## src/rtl/cpu_imm_extend_pipe_pkg.sv

```systemverilog
// Immediate-format encodings shared by the decode-stage immediate generator.
// I/S/B/U/J keep their historic codes; Z and SH are the newer formats, 3'b111 is reserved.
package cpu_imm_extend_pipe_pkg;

  typedef enum logic [2:0] {
    IMM_SRC_I    = 3'b000,
    IMM_SRC_S    = 3'b001,
    IMM_SRC_B    = 3'b010,
    IMM_SRC_U    = 3'b011,
    IMM_SRC_J    = 3'b100,
    IMM_SRC_Z    = 3'b101,
    IMM_SRC_SH   = 3'b110,
    IMM_SRC_RSVD = 3'b111
  } imm_src_e;

  localparam int INSTR_W = 32;

  // Z and SH are unsigned fields; every other format sign-extends from instr[31].
  function automatic logic imm_src_is_signed(input imm_src_e src);
    return !(src == IMM_SRC_Z || src == IMM_SRC_SH);
  endfunction

endpackage

```

## src/rtl/cpu_imm_extend_pipe_if.sv

```systemverilog
// Valid/ready bus between decode and the immediate pipe: request side in_*, result side out_*.
// master = upstream/downstream driver view, slave = the pipe itself.
interface cpu_imm_extend_pipe_if
  import cpu_imm_extend_pipe_pkg::*;
#(
  parameter int XLEN  = 32,
  parameter int TAG_W = 5
);
  logic                in_valid;
  logic                in_ready;
  logic [INSTR_W-1:0]  in_instr;
  imm_src_e            in_imm_src;
  logic [TAG_W-1:0]    in_tag;

  logic                out_valid;
  logic                out_ready;
  logic [XLEN-1:0]     out_imm;
  logic                out_illegal;
  logic [TAG_W-1:0]    out_tag;

  modport master (
    output in_valid, in_instr, in_imm_src, in_tag, out_ready,
    input  in_ready, out_valid, out_imm, out_illegal, out_tag
  );

  modport slave (
    input  in_valid, in_instr, in_imm_src, in_tag, out_ready,
    output in_ready, out_valid, out_imm, out_illegal, out_tag
  );
endinterface

```

## src/rtl/cpu_imm_extend_pipe_format.sv

```systemverilog
// Combinational immediate extraction: instr + format select -> XLEN immediate and illegal flag.
// Illegal formats force the immediate to zero so nothing downstream sees stale bits.
module cpu_imm_format
  import cpu_imm_extend_pipe_pkg::*;
#(
  parameter int XLEN = 32
) (
  input  logic [INSTR_W-1:0] i_instr,
  input  imm_src_e           i_imm_src,
  output logic [XLEN-1:0]    o_imm,
  output logic               o_illegal
);

  logic [31:0] w_raw;
  logic        w_unused;

  // Opcode bits never contribute to any immediate.
  assign w_unused = ^i_instr[6:0];

  always_comb begin
    w_raw     = '0;
    o_illegal = 1'b0;
    case (i_imm_src)
      IMM_SRC_I: w_raw = {{20{i_instr[31]}}, i_instr[31:20]};
      IMM_SRC_S: w_raw = {{20{i_instr[31]}}, i_instr[31:25], i_instr[11:7]};
      IMM_SRC_B: w_raw = {{19{i_instr[31]}}, i_instr[31], i_instr[7],
                          i_instr[30:25], i_instr[11:8], 1'b0};
      IMM_SRC_U: w_raw = {i_instr[31:12], 12'b0};
      IMM_SRC_J: w_raw = {{11{i_instr[31]}}, i_instr[31], i_instr[19:12],
                          i_instr[20], i_instr[30:21], 1'b0};
      IMM_SRC_Z: w_raw = {27'b0, i_instr[19:15]};
      IMM_SRC_SH: begin
        if (XLEN == 64) begin
          w_raw = {26'b0, i_instr[25:20]};
        end else begin
          w_raw     = {27'b0, i_instr[24:20]};
          o_illegal = i_instr[25];
        end
      end
      default: o_illegal = 1'b1;
    endcase

    // The 32-bit raw value is already correctly extended to 32; widen once for RV64.
    if (o_illegal)
      o_imm = '0;
    else if (imm_src_is_signed(i_imm_src))
      o_imm = XLEN'($signed(w_raw));
    else
      o_imm = XLEN'(w_raw);
  end

endmodule

```

## src/rtl/cpu_imm_extend_pipe.sv

```systemverilog
// Registered, handshaked immediate generator: one cycle from accept to out_*, order preserved.
// SKID=1 keeps a second entry so in_ready comes from a flop; SKID=0 passes out_ready back combinationally.
module cpu_imm_extend_pipe
  import cpu_imm_extend_pipe_pkg::*;
#(
  parameter int XLEN  = 32,
  parameter int TAG_W = 5,
  parameter int SKID  = 1
) (
  input  logic                  clk,
  input  logic                  rst,
  input  logic                  flush,
  cpu_imm_extend_pipe_if.slave  bus
);

  logic [XLEN-1:0]  w_imm;
  logic             w_illegal;
  logic             w_in_rdy;
  logic             w_accept;
  logic             w_out_xfer;

  logic             r_main_vld;
  logic [XLEN-1:0]  r_main_imm;
  logic             r_main_ill;
  logic [TAG_W-1:0] r_main_tag;

  logic             r_skid_vld;
  logic [XLEN-1:0]  r_skid_imm;
  logic             r_skid_ill;
  logic [TAG_W-1:0] r_skid_tag;

  logic             r_in_rdy;

  cpu_imm_format #(.XLEN(XLEN)) u_format (
    .i_instr   (bus.in_instr),
    .i_imm_src (bus.in_imm_src),
    .o_imm     (w_imm),
    .o_illegal (w_illegal)
  );

  assign w_in_rdy   = (SKID != 0) ? r_in_rdy : (!r_main_vld || bus.out_ready);
  assign w_accept   = bus.in_valid && w_in_rdy && !flush;
  assign w_out_xfer = r_main_vld && bus.out_ready;

  always_ff @(posedge clk or posedge rst) begin
    if (rst) begin
      r_main_vld <= 1'b0;
      r_main_imm <= '0;
      r_main_ill <= 1'b0;
      r_main_tag <= '0;
      r_skid_vld <= 1'b0;
      r_skid_imm <= '0;
      r_skid_ill <= 1'b0;
      r_skid_tag <= '0;
      r_in_rdy   <= 1'b1;
    end else if (flush) begin
      r_main_vld <= 1'b0;
      r_skid_vld <= 1'b0;
      r_in_rdy   <= 1'b1;
    end else if (r_skid_vld) begin
      // Upstream is stalled while skid holds a token; drain it into main on the next transfer.
      if (w_out_xfer) begin
        r_main_imm <= r_skid_imm;
        r_main_ill <= r_skid_ill;
        r_main_tag <= r_skid_tag;
        r_skid_vld <= 1'b0;
        r_in_rdy   <= 1'b1;
      end
    end else if (w_accept) begin
      if (!r_main_vld || w_out_xfer) begin
        r_main_vld <= 1'b1;
        r_main_imm <= w_imm;
        r_main_ill <= w_illegal;
        r_main_tag <= bus.in_tag;
      end else begin
        r_skid_vld <= 1'b1;
        r_skid_imm <= w_imm;
        r_skid_ill <= w_illegal;
        r_skid_tag <= bus.in_tag;
        r_in_rdy   <= 1'b0;
      end
    end else if (w_out_xfer) begin
      r_main_vld <= 1'b0;
    end
  end

  assign bus.in_ready    = w_in_rdy;
  assign bus.out_valid   = r_main_vld;
  assign bus.out_imm     = r_main_imm;
  assign bus.out_illegal = r_main_ill;
  assign bus.out_tag     = r_main_tag;

endmodule

```

## src/flat_wrapper.sv

```systemverilog
// flat-port wrapper written by rule: the top's interface ports become plain ports
module cpu_imm_extend_pipe_flat import cpu_imm_extend_pipe_pkg::*;
#(
  parameter int XLEN  = 32,
  parameter int TAG_W = 5,
  parameter int SKID  = 1
)
  (clk, rst, flush, bus_in_valid, bus_in_instr, bus_in_imm_src, bus_in_tag, bus_out_ready, bus_in_ready, bus_out_valid, bus_out_imm, bus_out_illegal, bus_out_tag);
  cpu_imm_extend_pipe_if #(.XLEN(XLEN), .TAG_W(TAG_W)) bus_i ();
  input  logic clk;
  input  logic rst;
  input  logic flush;
  input wire logic [$bits(bus_i.in_valid)-1:0] bus_in_valid;
  input wire logic [$bits(bus_i.in_instr)-1:0] bus_in_instr;
  input wire logic [$bits(bus_i.in_imm_src)-1:0] bus_in_imm_src;
  input wire logic [$bits(bus_i.in_tag)-1:0] bus_in_tag;
  input wire logic [$bits(bus_i.out_ready)-1:0] bus_out_ready;
  output wire logic [$bits(bus_i.in_ready)-1:0] bus_in_ready;
  output wire logic [$bits(bus_i.out_valid)-1:0] bus_out_valid;
  output wire logic [$bits(bus_i.out_imm)-1:0] bus_out_imm;
  output wire logic [$bits(bus_i.out_illegal)-1:0] bus_out_illegal;
  output wire logic [$bits(bus_i.out_tag)-1:0] bus_out_tag;
  assign bus_i.in_valid = bus_in_valid;
  assign bus_i.in_instr = bus_in_instr;
  assign bus_i.in_imm_src = bus_in_imm_src;
  assign bus_i.in_tag = bus_in_tag;
  assign bus_i.out_ready = bus_out_ready;
  assign bus_in_ready = bus_i.in_ready;
  assign bus_out_valid = bus_i.out_valid;
  assign bus_out_imm = bus_i.out_imm;
  assign bus_out_illegal = bus_i.out_illegal;
  assign bus_out_tag = bus_i.out_tag;
  cpu_imm_extend_pipe #(.XLEN(XLEN), .TAG_W(TAG_W), .SKID(SKID)) u_core (.clk(clk), .rst(rst), .flush(flush), .bus(bus_i));
endmodule
```

## config.mk

```make
export PLATFORM = sky130hd
export DESIGN_NAME = cpu_imm_extend_pipe_flat
export DESIGN_NICKNAME = d
export VERILOG_FILES = /design/src/rtl/cpu_imm_extend_pipe_pkg.sv /design/src/rtl/cpu_imm_extend_pipe_if.sv /design/src/rtl/cpu_imm_extend_pipe_format.sv /design/src/rtl/cpu_imm_extend_pipe.sv /design/src/flat_wrapper.sv
export SDC_FILE = /design/constraint.sdc
export NUM_CORES = 1
export LEC_CHECK = 0
export ABC_AREA = 0
export CAP_MARGIN = 20
export CELL_PAD_IN_SITES_DETAIL_PLACEMENT = 1
export CELL_PAD_IN_SITES_GLOBAL_PLACEMENT = 1
export CORE_ASPECT_RATIO = 0.5
export CORE_UTILIZATION = 40
export CTS_BUF_LIST = sky130_fd_sc_hd__clkbuf_4
export DETAILED_ROUTE_END_ITERATION = 8
export PLACE_DENSITY_LB_ADDON = 0.3
export SLEW_MARGIN = 10
export SYNTH_ARGS = -nofsm -noshare
export SYNTH_HDL_FRONTEND = slang
export SYNTH_SLANG_ARGS = --single-unit
```

## constraint.sdc

```tcl
create_clock -name clk -period 3.3 [get_ports clk]
set_input_delay 0.66 -clock clk [delete_from_list [all_inputs] [get_ports clk]]
set_output_delay 0.66 -clock clk [all_outputs]
set_load 0.05 [all_outputs]
```

* Word level (Yosys, flattened, before mapping) *
Index checks and enable logic that the tools add are counted.

word-level totals
  register bits after elaboration = 79
  input bits = 45
  output and inout bits = 40
  word-level logic and storage cells = 69

operators by class
  equality and inequality tests = 11
  multiplexer cells = 30
  bitwise operators = 3
  reductions and logical operators = 16

operator list
  kind                  count
  $pmux W32 S7          1
  $mux W32              5
  $mux W5               4
  $mux W1               19
  $eq A3 B3 Y1 const B  3
  $reduce_and A4 Y1     2
  $eq A3 B2 Y1 const B  2
  $ne A3 B2 Y1 const B  2
  $reduce_and A3 Y1     2
  $reduce_bool A3 Y1    2
  $reduce_or A6 Y1      1
  $reduce_bool A2 Y1    2
  $eq A3 B1 Y1 const B  1
  $logic_and A1 B1 Y1   3
  $logic_not A3 Y1      1
  $ne A3 B3 Y1 const B  1
  $not A1 Y1            3
  $logic_not A1 Y1      2
  $ne A2 B1 Y1 const B  1
  $ne A2 B2 Y1 const B  1
  $pmux W1 S2           1
  $logic_or A1 B1 Y1    1

* Logic depth before layout (Yosys ltp) *
Gate-level depths: netlist (run 1).

  word-level depth = 7
  mapped depth = 7
  mapped depth without buffers = 4

* Cells and area by module *
A second synthesis (run 1) with hierarchy kept.

second synthesis, totals
  cells, all modules = 318
  area, all modules = 4117.7 um^2

modules (own cells, without submodules)
  module               times used  cells each  area an instance (um^2)  sequential area each (um^2)
  cpu_imm_extend_pipe  1           221         3470.8                   1978.1
  cpu_imm_format       1           97          646.9                    0.0

* Least setup slack after synthesis (run 1) *
OpenSTA, ideal clock, no wires.

  kind = register -> register
  start point = reg u_core.r_main_vld, in the netlist u_core.bus.out_valid
  end point = reg u_core.r_main_imm[10], in the netlist u_core.bus.out_imm[10]
  setup time = 131 ps
  arrival = 1646 ps
  required time = 3169 ps
  slack = 1522 ps
  cell stages (with the launch flop) = 7
  path buffers = 2
  period minus slack after synthesis = 1778 ps
  cells stage by stage = dfrtp_1 -> nand2_1 -> a211o_1 -> buf_2 -> buf_2 -> nand2_1 -> o21ai_1

on the way
  longest elaborated chain between the ends = 4
  elaborated cells between the ends (all ways) = 6
  classes of those cells = 1 x eq/ne; 5 x reduce/logical

RTL lines
  item                                                     RTL line                   RTL
  from (decl)                                              cpu_imm_extend_pipe.sv:22  logic r_main_vld;
  from (signal assigned)                                   cpu_imm_extend_pipe.sv:47  r_main_vld <= 1'b0;
  from (signal assigned)                                   cpu_imm_extend_pipe.sv:57  r_main_vld <= 1'b0;
  from (signal assigned)                                   cpu_imm_extend_pipe.sv:71  r_main_vld <= 1'b1;
  $logic_not A1 Y1 or $logic_and A1 B1 Y1 (tied branches)  n/a
  $logic_or A1 B1 Y1                                       cpu_imm_extend_pipe.sv:70  if (!r_main_vld || w_out_xfer) begin
  $reduce_bool A2 Y1 (no source line)                      n/a
  $reduce_and A4 Y1 (no source line) *                     n/a
  to (signal assigned)                                     cpu_imm_extend_pipe.sv:63  r_main_imm <= r_skid_imm;
  to (signal assigned)                                     cpu_imm_extend_pipe.sv:72  r_main_imm <= w_imm;
  to (decl)                                                cpu_imm_extend_pipe.sv:23  logic [XLEN-1:0] r_main_imm;

Mark *: on every way between the ends. The rest lies on a longest branch, timed or not.
A chain may end at the register's enable or synchronous reset.

* Final worst setup path (run 1) *
  start point = reg u_core.r_in_rdy, in the netlist u_core.bus.in_ready
  end point = out bus_in_ready

RTL lines
  item                    RTL line                   RTL
  from (decl)             cpu_imm_extend_pipe.sv:32  logic r_in_rdy;
  from (signal assigned)  cpu_imm_extend_pipe.sv:55  r_in_rdy <= 1'b1;
  from (signal assigned)  cpu_imm_extend_pipe.sv:59  r_in_rdy <= 1'b1;
  from (signal assigned)  cpu_imm_extend_pipe.sv:67  r_in_rdy <= 1'b1;
  to (decl)               flat_wrapper.sv:18         output wire logic [$bits(bus_i.in_ready)-1:0] bus_in_ready;

No word-level cell between the ends.

==> results of run 1 <==
cells in the final DEF, fill, tap and decap left out, drive strengths merged, types with 8 or more instances in the layout:
cell and count:
clkdlybuf4s50 77, buf 15, a211oi 12, o21ai 70, a21oi 19, nand3 13, dfrtp 78, nand4b 10
nor2 15, clkbuf 10, nand4 8, nand2 113
worst paths after layout:
kind                                                     endpoint  slack, ps  cells past startpoint
worst max-delay path                                 bus_in_ready        760                      1
worst min-delay path            u_core.r_skid_imm[18]$_DFFE_PP0P_        490                      2
worst max register to register  u_core.bus.out_tag[4]$_DFFE_PP0P_       1030                      4
worst min register to register  u_core.r_skid_imm[18]$_DFFE_PP0P_        490                      2
max in group asynchronous         u_core.bus.in_ready$_DFFE_PP1P_       1930                      3
min in group asynchronous        u_core.r_skid_tag[0]$_DFFE_PP0P_        610                      2
layer usage:
metal / track usage [%] / vias to the layer above
li1: - / 1681
met1: 32.0 / 1756
met2: 38.6 / 85
met3: 5.12 / 13
met4: 6.74 / 0
met5: 0 / -
sequential cells by signal, summed over array words and instances (netlist names):
name	flops
u_core.bus.out_tag	5
u_core.bus.out_valid	1
u_core.r_skid_vld	1
u_core.bus.in_ready	1
u_core.r_skid_tag	5
u_core.r_skid_ill	1
u_core.bus.out_imm	32
u_core.r_skid_imm	32
u_core.bus.out_illegal	1
power by group:
group	switching [mW]	total [mW]	internal, mW
combinational	0.739	1.13	0.392
sequential	0.136	1.34	1.20
clock	0.342	0.572	0.230
total	1.22	3.04	1.83
cells by family after synthesis:
family / count (synthesis)
buf+inv: 42
fa+ha+maj: 1
compound gates: 125
mux: 6
simple gates: 188
xor+xnor: 1
flops: 79
through the flow:
stage / area (um^2) / hold slack, ps / utilization (%) / cells
6_report: 4960 / 485 / 51.8 / 648
5_1_grt: 4960 / 497 / 51.8 / 648
4_1_cts: 4960 / 487 / 51.8 / 647
3_5_place_dp: 4830 / 458 / 50.5 / 631
3_3_place_gp: 4830 / 451 / 50.5 / 631
2_1_floorplan: 4000 / 439 / - / 442
cell type report:
type | instances | share of cell area [%]
Sequential cell | 79 | 39.9
Multi-Input combinational cell | 321 | 35.9
Timing Repair Buffer | 92 | 17.8
Tap cell | 135 | 3.41
Clock buffer | 10 | 1.51
Clock inverter | 6 | 1.03
Inverter | 4 | 0.328
Antenna cell | 1 | 0.0505
==> metrics.txt, run 1 <==
status=completed; Design Power=3.04 mW; Slew headroom=35.5%; met3 WL=548 um; synthesized cell area=4000 um^2; Seq/Total Area, Yosys=49.4%; Critical Path Fanout Max=4; largest family of logic cells by synthesized area=simple AND/OR/NAND/NOR gates; uppermost layer routed=met4; synth warn=0; initial antenna violation count=1; slowest cell on the critical path=clkdlybuf4s50_1; WL met2=5.28 mm; Synth top area share=48.8%; Post-synth EDFFs=0; adder-cell area share of the yosys netlist=0.281%; setup violators final=0; clk buf depth=2; Final WS setup=760 ps; Crit path required time=2640 ps; Final ANT Viol Nets=0; count leader, synth=nand2_1; Main synth FF type=dfrtp_1; CP startpoint kind=flop; Iter 0 DRT Violations=222; Seq. cell area=1980 um^2; filler instances=1,124; initial core utilization=41.8%; CP Class=flop to primary output; Synth Area in XOR/XNOR=0.219%; clk_lat worst skew=450 ps; grt total ovfl=0; total CTS buffers=9; Root Buffer=clkbuf_4; Max VDD drop=0.218 mV; CTS tree=done; Site Rows=25; Mapped Cells=442; die area=10,400 um^2; Final Critical Period=2540 ps; count of final max-slew check failures=0; Worst path max stage delay=840 ps; clock sink count=79; Vias/cell=5.46; area of the multi-input gates=1780 um^2; width of the die=143 um; CP Capture Type=primary output; worst r2r src=u_core.r_skid_vld$_DFF_PP0_; final hold violation count=0; Layout area overhead=23.9%; CP bufs+invs=1; CTS H-tree depth=3; Syn Area/Cell=9.06 um^2; # port buffers=77; mux share of post-synthesis cell area=1.50%; Core Area=9570 um^2; cts repair resizes=0; GRT Total Usage=23.7%; Clock Skew=11.9 ps; worst slack at placement=593 ps; GP Congestion=0.746; Final #Nets=552; post-cts hold buffer count=0; P_leak=2.11 nW; TNS Setup=0 ps; Final Cycle Share=77.0%; min-delay worst type=flop to flop; Via Count=3,535; largest net degree at the start of global routing=51; Synth Area in Simple Gates=23.7%; postcts setup bufs=0; I/O pins=85; Slew @ Worst Pin=967 ps; top cells by count, synth=nand2_1, dfrtp_1, o21ai_1; crit path launch=u_core.bus.in_ready$_DFFE_PP1P_; Distinct cells, synth=49; Fmax=0.394 GHz; post-DP HPWL=7.80 mm; Clock transition at path regs=120 ps; DRC Markers=0; syn nets=487; worst-path cell chain=clkdlybuf4s50_1; Die H=72.7 um; crit path DAT=1880 ps; vias in the first global route=3,476; Synth Area in Compound Gates=18.8%; unrepaired setup endpoints after global routing=false; Synth async-reset ratio=100%; DR WL/cell=17.5 um; Synth area leader=dfrtp_1; Top Family by Delay on Critical Path=buffers and inverters; first-pass GRT wire length=18.6 mm; met1 WL=5.36 mm; synth top area cells=dfrtp_1, nand2_1, o21ai_1, o21ai_0, buf_2; reported max-cap violation count=0; layout cells sized above 1=8.40%; drt pass-1 iters=4; Hold Path Origin=u_core.r_skid_imm[18]$_DFFE_PP0P_; WL final=11.3 mm; PD cells=613 nW/um^2; #FFs+latches synth=79
Note: power is estimated with default switching activity, not from simulation.
==> run 2: changes to the inputs <==
CORE_UTILIZATION = 36   (was 40)
clock period = 2.3 ns   (was 3.3 ns; I/O delays follow)
==> run 2 against run 1 <==
Compared with the run above:
- largest power group unchanged
- total power increased by 49%
- core utilization shrank 2.9 points
- final cell count increased by 1.9%
- via count shrank 0.54%
- largest cell class unchanged
==> metrics.txt, run 2 (same netlist as run 1, synthesis figures left out) <==
Clock Skew=14.5 ps (+2.63 ps); WL final=11.3 mm (-0.26%); filler instances=1,219 (+8.5%); Via Count=3,516 (-0.54%); CP startpoint kind=flop; area of the multi-input gates=1780 um^2 (about the same); vias in the first global route=3,609 (+3.8%); # port buffers=77 (unchanged); reported max-cap violation count=0 (unchanged); Critical Path Fanout Max=6 (+2); initial antenna violation count=0 (-1); setup violators final=0 (unchanged); Crit path required time=1840 ps (-800 ps); unrepaired setup endpoints after global routing=false; min-delay worst type=input pin to async pin; crit path DAT=1730 ps (-150 ps); Final Critical Period=2190 ps; TNS Setup=0 ps (unchanged); Core Area=10,500 um^2 (+9.8%); slowest cell on the critical path=clkdlybuf4s50_1; DRC Markers=0 (unchanged); diode count=0 (-1); Layout area overhead=28.5%; CP Class=flop to primary output; CP bufs+invs=1 (unchanged); Final #Nets=560 (+1.4%); flop-to-flop setup slack=570 ps (-460 ps); CP Capture Type=primary output; worst-path cell chain=clkdlybuf4s50_1; count of final max-slew check failures=0 (unchanged); total CTS buffers=9 (unchanged); DR WL/cell=17.1 um (-2.1%); Site Rows=26 (+4.0%); hold slack=333 ps (-153 ps); GR peak layer=met2; final hold violation count=0 (unchanged); Worst path max stage delay=830 ps (about the same); most frequent cells in the layout=nand2_1, dfrtp_1, clkdlybuf4s50_1, o21ai_1, o21ai_0; first-pass GRT wire length=18.9 mm (+1.7%); I/O pins=85 (unchanged); Final Cycle Share=95.4%; Iter 0 DRT Violations=227 (+2.3%); GRT Total Usage=21.3% (-2.4 points); grt total ovfl=0 (unchanged); Die H=76.6 um (+5.3%); Slew @ Worst Pin=527 ps (-440 ps); Seq. cell area=1980 um^2 (unchanged); clock sink count=79 (unchanged); width of the die=151 um (+5.3%); die area=11,600 um^2 (+11%); status=completed; largest net degree at the start of global routing=41 (-20%); post-DP HPWL=7.93 mm (+1.7%); clk_lat worst skew=440 ps (about the same); commonest non-fill, non-tap cell in the layout=nand2_1; CTS H-tree depth=3 (unchanged); Clock transition at path regs=130 ps (about the same); clk buf depth=2 (unchanged); P_leak=2.18 nW (+3.6%); met3 usage=5.09% (-0.028 points); Final ANT Viol Nets=0 (unchanged); Max VDD drop=0.327 mV (+50%); layout cells sized above 1=10.0% (+1.6 points); PD cells=880 nW/um^2 (+43%); Fmax=0.456 GHz; met1 Use GR=29.3% (-2.7 points); Top Family by Delay on Critical Path=buffers and inverters; CTS tree=done; Vias/cell=5.33 (-2.3%); met2 usage=33.6% (-4.9 points); initial core utilization=38.1% (-3.7 points); GP Congestion=0.766 (+2.7%); Root Buffer=clkbuf_4; Slew headroom=64.8% (+29 points); drt pass-1 iters=4 (unchanged)
==> run 2: cell types whose count changed in the layout (fill, tap and decap cells not counted) <==
cell and delta:
or3_1 +1, buf_12 +7, clkinv_2 -2, buf_4 +1, clkinv_1 -2, clkinv_4 +1
diode_2 -1, clkdlybuf4s50_1 -1, bufinv_16 +1, clkinvlp_4 +2, dlygate4sd2_1 +1, or3_2 -1
==> run 2: per-stage QoR <==
stage          utilization, %  power [mW]  cells  cell area (um^2)  setup slack, ps
4_1_cts                  49.0        4.58    660              5140             77.7
6_report                 49.0        4.53    660              5140              106
2_1_floorplan               -        2.99    442              4010              522
3_5_place_dp             47.5        3.62    644              4990             78.5
3_3_place_gp             47.5        3.57    644              4990              161
5_1_grt                  49.0        4.81    660              5140             38.5
==> run 2: path summary, 6_finish.rpt <==
path                                              startpoint                           endpoint  depth (start not counted)
max                         u_core.bus.out_valid$_DFFE_PP0P_                      bus_out_valid                          1
min                                                      rst  u_core.bus.out_imm[7]$_DFFE_PP0P_                          2
max reg2reg                      u_core.r_skid_vld$_DFF_PP0_  u_core.bus.out_tag[2]$_DFFE_PP0P_                          5
min reg2reg                u_core.r_skid_imm[13]$_DFFE_PP0P_  u_core.r_skid_imm[13]$_DFFE_PP0P_                          2
max in group asynchronous                                rst    u_core.bus.in_ready$_DFFE_PP1P_                          3
min in group clk           u_core.r_skid_imm[13]$_DFFE_PP0P_  u_core.r_skid_imm[13]$_DFFE_PP0P_                          2
==> run 2: what timing repair did <==
item                       in CTS  in global routing
setup buffers                   0                  0
setup endpoints to repair       1                  0
hold buffers                    0                  0
resized for setup               1                  0
hold endpoints to repair        0                  0
==> run 2: layer usage <==
layer / wire, um / up-vias
met4: 68 / 0
li1: - / 1702
met5: 0 / -
met2: 5220 / 63
met3: 407 / 7
met1: 5600 / 1744
==> run 2: area by class of cell <==
cell class                      count  area share, %
Clock inverter                      6           1.65
Inverter                            4          0.365
Sequential cell                    79           38.5
Clock buffer                       10           1.46
Tap cell                          140           3.40
Multi-Input combinational cell    321           34.6
Timing Repair Buffer              100           20.0
==> run 2: power breakdown <==
part	internal, mW	switching [mW]
sequential	1.73	0.193
combinational	0.590	1.07
clock	0.449	0.505
total	2.77	1.76
==> run 3: changes to the inputs <==
SKIP_LAST_GASP = 1   (was default)
==> results of run 3 <==
No change in the layout: final DEF, timing and power equal those of run 2.
